===== config.mk =====
export PLATFORM = sky130hd
export DESIGN_NAME = adder_cla_rca
export DESIGN_NICKNAME = d
export VERILOG_FILES = /design/src/rtl/adder_pkg.sv /design/src/rtl/adder_cla.sv /design/src/rtl/adder_rca.sv /design/src/rtl/adder_cla_rca.sv
export SDC_FILE = /design/constraint.sdc
export NUM_CORES = 1
export LEC_CHECK = 0
export CAP_MARGIN = 20
export CORE_ASPECT_RATIO = 1.5
export CORE_MARGIN = 2
export CORE_UTILIZATION = 40
export CTS_CLUSTER_DIAMETER = 150
export DETAILED_ROUTE_END_ITERATION = 8
export GPL_TIMING_DRIVEN = 0
export PLACE_DENSITY = 0.75
export SYNTH_ARGS = -nofsm -noshare
export SYNTH_HDL_FRONTEND = slang
export SYNTH_HIERARCHICAL = 1
export SYNTH_SLANG_ARGS = --single-unit

===== constraint.sdc =====
create_clock -name clk -period 22.3 [get_ports clk]
set_input_delay 6.69 -clock clk [delete_from_list [all_inputs] [get_ports clk]]
set_output_delay 6.69 -clock clk [all_outputs]
set_load 0.01 [all_outputs]

===== src/rtl/adder_pkg.sv =====
// Shared constants and the 4-bit lookahead carry function used by both
// levels of the carry-lookahead adder.
package adder_pkg;

  localparam int ADDER_N_DEF = 32;
  localparam int CLA_GROUP   = 4;

  // Returns carries c[0..4] for a 4-bit group; c[4] is the group carry-out,
  // so calling with c0=0 yields the group generate in bit 4.
  function automatic logic [4:0] cla4_carries(input logic [3:0] g,
                                               input logic [3:0] p,
                                               input logic       c0);
    logic [4:0] c;
    c[0] = c0;
    c[1] = g[0] | (p[0] & c0);
    c[2] = g[1] | (p[1] & g[0]) | (p[1] & p[0] & c0);
    c[3] = g[2] | (p[2] & g[1]) | (p[2] & p[1] & g[0])
         | (p[2] & p[1] & p[0] & c0);
    c[4] = g[3] | (p[3] & g[2]) | (p[3] & p[2] & g[1])
         | (p[3] & p[2] & p[1] & g[0]) | (p[3] & p[2] & p[1] & p[0] & c0);
    return c;
  endfunction

endpackage


===== src/rtl/adder_cla.sv =====
// Two-level carry-lookahead adder core: 4-bit groups feeding a second-level
// lookahead over group generate/propagate, purely combinational.
module adder_cla
  import adder_pkg::*;
#(
  parameter int N = ADDER_N_DEF
) (
  input  logic [N-1:0] a,
  input  logic [N-1:0] b,
  input  logic         ci,
  output logic [N-1:0] s,
  output logic         co
);

  localparam int NG = N / CLA_GROUP;
  localparam int NB = (NG + CLA_GROUP - 1) / CLA_GROUP;

  logic [N-1:0]           g;
  logic [N-1:0]           p;
  logic [N-1:0]           c;
  logic [NB*CLA_GROUP-1:0] gg;
  logic [NB*CLA_GROUP-1:0] gp;
  logic [NB*CLA_GROUP:0]   gc;

  assign g = a & b;
  assign p = a ^ b;

  always_comb begin
    logic [4:0] r;
    r  = '0;
    gg = '0;
    gp = '0;
    for (int j = 0; j < NG; j++) begin
      r     = cla4_carries(g[4*j +: 4], p[4*j +: 4], 1'b0);
      gg[j] = r[4];
      gp[j] = &p[4*j +: 4];
    end
  end

  // Padding groups have gg=gp=0, so they never disturb the real carries;
  // blocks of four groups chain through their block carry-out.
  always_comb begin
    logic [4:0] r;
    logic       cb;
    r  = '0;
    gc = '0;
    cb = ci;
    for (int k = 0; k < NB; k++) begin
      r             = cla4_carries(gg[4*k +: 4], gp[4*k +: 4], cb);
      gc[4*k +: 5]  = r;
      cb            = r[4];
    end
  end

  always_comb begin
    logic [4:0] r;
    r = '0;
    c = '0;
    for (int j = 0; j < NG; j++) begin
      r            = cla4_carries(g[4*j +: 4], p[4*j +: 4], gc[j]);
      c[4*j +: 4]  = r[3:0];
    end
  end

  assign s  = p ^ c;
  assign co = gc[NG];

endmodule


===== src/rtl/adder_rca.sv =====
// Ripple-carry adder core: N chained full adders, purely combinational.
module adder_rca
  import adder_pkg::*;
#(
  parameter int N = ADDER_N_DEF
) (
  input  logic [N-1:0] a,
  input  logic [N-1:0] b,
  input  logic         ci,
  output logic [N-1:0] s,
  output logic         co
);

  always_comb begin
    logic c;
    c = ci;
    s = '0;
    for (int i = 0; i < N; i++) begin
      s[i] = a[i] ^ b[i] ^ c;
      c    = (a[i] & b[i]) | (c & (a[i] ^ b[i]));
    end
    co = c;
  end

endmodule


===== src/rtl/adder_cla_rca.sv =====
// Dual-architecture adder: RCA and CLA cores computed in parallel, results
// registered together with a cross-check flag.
module adder_cla_rca
  import adder_pkg::*;
#(
  parameter int N = ADDER_N_DEF
) (
  input  logic         clk,
  input  logic         rst,
  input  logic [N-1:0] a,
  input  logic [N-1:0] b,
  input  logic         ci,
  output logic [N-1:0] s_rca,
  output logic         co_rca,
  output logic [N-1:0] s_cla,
  output logic         co_cla,
  output logic         mismatch
);

  if ((N % CLA_GROUP) != 0 || N < CLA_GROUP) begin : g_bad_width
    $error("adder_cla_rca: N must be a positive multiple of 4");
  end

  logic [N-1:0] s_rca_c;
  logic [N-1:0] s_cla_c;
  logic         co_rca_c;
  logic         co_cla_c;
  logic         mismatch_c;

  adder_rca #(.N(N)) u_rca (
    .a  (a),
    .b  (b),
    .ci (ci),
    .s  (s_rca_c),
    .co (co_rca_c)
  );

  adder_cla #(.N(N)) u_cla (
    .a  (a),
    .b  (b),
    .ci (ci),
    .s  (s_cla_c),
    .co (co_cla_c)
  );

  assign mismatch_c = ({co_rca_c, s_rca_c} != {co_cla_c, s_cla_c});

  always_ff @(posedge clk) begin
    if (rst) begin
      s_rca    <= '0;
      co_rca   <= 1'b0;
      s_cla    <= '0;
      co_cla   <= 1'b0;
      mismatch <= 1'b0;
    end else begin
      s_rca    <= s_rca_c;
      co_rca   <= co_rca_c;
      s_cla    <= s_cla_c;
      co_cla   <= co_cla_c;
      mismatch <= mismatch_c;
    end
  end

endmodule


==> flow_summary.ini <==
[worst_setup_path]
path_common_cell = fa_1
critPathMaxStageDelay_ps = 480
critPathLaunchType = input port
critPathSlowestCell = clkdlybuf4s50_1
path_max_fanout = 3
crit_path_end_kind = flop
critPathKind = input port to flop
required_ps = 22490
cp.arrival_ps = 20790

[layout]
antennaDiodeCount = 0
nNetsFinal = 695
final_common_cell = clkdlybuf4s50_1
layout-drive-gt1-share = 0.05027
layout_common_cells = 132 x clkdlybuf4s50_1, 67 x dfxtp_1, 66 x nor2b_1, 40 x fa_1, 38 x xnor2_1
syn_to_final_growth_pct = 40.68

[yosys]
synth_area_sq_um = 4322
async_flop_share = 0
synth_fp_nets = 552
synthCells = 413
synth_area_per_cell_sq_um = 10.46
ys_ff_latch = 67
synth-edff-count = 0
seq_area_frac_synth = 0.3104
yosysWarnings = 6
ys.flop_type = dfxtp_1
ys_types = 44

[routing]
wirelength_mm = 11.26
wl_per_cell_microns = 16.06
dr.pass1.iters = 4
drc_errors = 0
post_drt_via_cell_ratio = 4.937
drtIter0Drc = 102
num_vias = 3461
drtAntennaViolNets = 0

[floorplan]
dieArea_sq_um = 11670
fp.dieW_microns = 88.87
start_util = 0.4103
rows = 46
coreArea_sq_um = 10530
pin_count = 134
die_h_microns = 131.3

[clock_tree]
post_cts_buffers = 0
tritoncts = yes
h-tree-depth = 3
clock_path_buffers = 2
cts_resized = 0
clkSlewWorstSetupHoldPaths_ps = 50
cts_root_buf = clkbuf_16
clkSinkCount = 67
postCtsHoldBufs = 0
cts_inserted_buffers = 9

[pwr]
pwr-share-seq = 0.322
switching_share = 0.3009
comb_power_share = 0.396
power_leakage_nw = 2.456
power.share.clock = 0.282
power_density_nw_per_um2 = 71.85
irDropWorstVdd_mv = 0.04112
p_sw_mw = 0.1314
intPower_mw = 0.3054

[global_routing]
gr-usage-all-layers = 0.2070
antenna_found_initial = 0
grt_pass1_wl_mm = 18.12
grt-ovfl-total = 0
grt_max_degree = 11
grt_pass1_vias = 3775

[sta]
fin_crit_ps = 20600
fin_crit_sh = 0.9237
setup_violations = 0
relSlewSlack = 0.6477
setup_slack_ps = 1701
tightestPinTransition_ps = 528.4
hold_viol_final = 0
tns_ps = 0
rsz0062_at_grt = no
fmax_mhz = 48.55
drv_slew = 0

[placement]
dp_hpwl_mm = 9.584
portBuffers = 132
place.gp.congestion = 0.8875
dp_slack_ps = 1325

[worst_hold_path]
hp-class = input port to flop

[run]
max_cap_viol_count = 0

[run_status]
outcome = complete, no violations
state kept, by name, indices dropped and copies added (netlist names):
signal / count
s_cla: 32
mismatch: 1
co_cla: 1
s_rca: 32
co_rca: 1
power by group through the flow:
stage | Combinational (mW) | Clock, mW | Sequential [mW]
2_1_floorplan | 0.0896 | 0 | 0.151
4_1_cts | 0.175 | 0.126 | 0.141
3_5_place_dp | 0.173 | 0 | 0.143
3_3_place_gp | 0.170 | 0 | 0.143
6_report | 0.173 | 0.123 | 0.141
5_1_grt | 0.189 | 0.132 | 0.142
stage by stage:
stage            util  power (mW)  area (sq um)  hold WS (ps)  instances
2_1_floorplan       -      0.2407          4322          6943        413
3_3_place_gp   0.5529      0.3130          5823          7027        689
3_5_place_dp   0.5529      0.3161          5823          7028        689
4_1_cts        0.5772      0.4415          6080          6688        701
5_1_grt        0.5772      0.4627          6080          6714        701
6_report       0.5772      0.4368          6080          6689        701
layer usage:
metal  global-route usage  wire length, microns
met1               0.2066                  3939
met2               0.3814                  6258
met5                    0                     0
met3              0.05905                   671
met4              0.08838                   388
final timing paths:
check,startpoint,end,slack (ps),depth (start not counted)
setup / recovery,a[0],mismatch,1700,41
hold / removal,rst,s_rca[31],6690,2
Yosys cell counts, types with 2 or more instances:
| cell type | n | area (sq um) |
|---|---|---|
| a31o_1 | 2 | 17.52 |
| buf_2 | 4 | 20.02 |
| o21ai_0 | 9 | 45.04 |
| nand4_1 | 10 | 62.56 |
| nand2b_1 | 3 | 18.77 |
| a21oi_1 | 10 | 50.05 |
| nand2_1 | 11 | 41.29 |
| o311ai_1 | 2 | 17.52 |
| dfxtp_1 | 67 | 1341 |
| a21o_1 | 9 | 67.56 |
| xor2_1 | 16 | 140.1 |
| inv_1 | 25 | 93.84 |
| nand3_1 | 6 | 30.03 |
| o21ai_2 | 2 | 17.52 |
| ha_1 | 32 | 400.4 |
| nor3_1 | 4 | 20.02 |
| nor2_1 | 16 | 60.06 |
| o21bai_1 | 3 | 22.52 |
| clkbuf_1 | 3 | 11.26 |
| o21a_1 | 4 | 30.03 |
| and3_1 | 3 | 18.77 |
| fa_1 | 40 | 800.8 |
| a211oi_2 | 2 | 25.02 |
| a211o_1 | 2 | 17.52 |
| o21ai_1 | 4 | 20.02 |
| xnor2_1 | 38 | 332.8 |
| a31oi_1 | 2 | 12.51 |
| a211oi_1 | 3 | 22.52 |
| nor2b_1 | 66 | 412.9 |
final cells by class:
class                      instances  area [sq um]
buffer                             7         31.28
clock buffer                      12         256.5
fill                             929          4453
inverter                          25         93.84
multi-input combinational        314          2855
sequential                        67          1341
tap                              144         180.2
timing repair buffer             132          1321
critical path, delay by kind of cell:
kind	cells	cell delay (ps)
adders and majority gates	32	12610
buffers and inverters	5	800
and+or+nand+nor	2	430
xor gates and xnor gates	1	150
AOI/OAI and AO/OA	1	110
logic make-up (layout without fill, tap and decap cells):
| logic type | count (synthesis) | after routing | share of synthesized area |
|---|---|---|---|
| xor+xnor | 54 | 54 | 0.1094 |
| flops | 67 | 67 | 0.3104 |
| compound gates | 62 | 62 | 0.1071 |
| simple gates | 126 | 126 | 0.1662 |
| fa+ha+maj | 72 | 72 | 0.2779 |
| buf+inv | 32 | 176 | 0.02895 |
No activity file was read; power rests on OpenSTA's default activity.
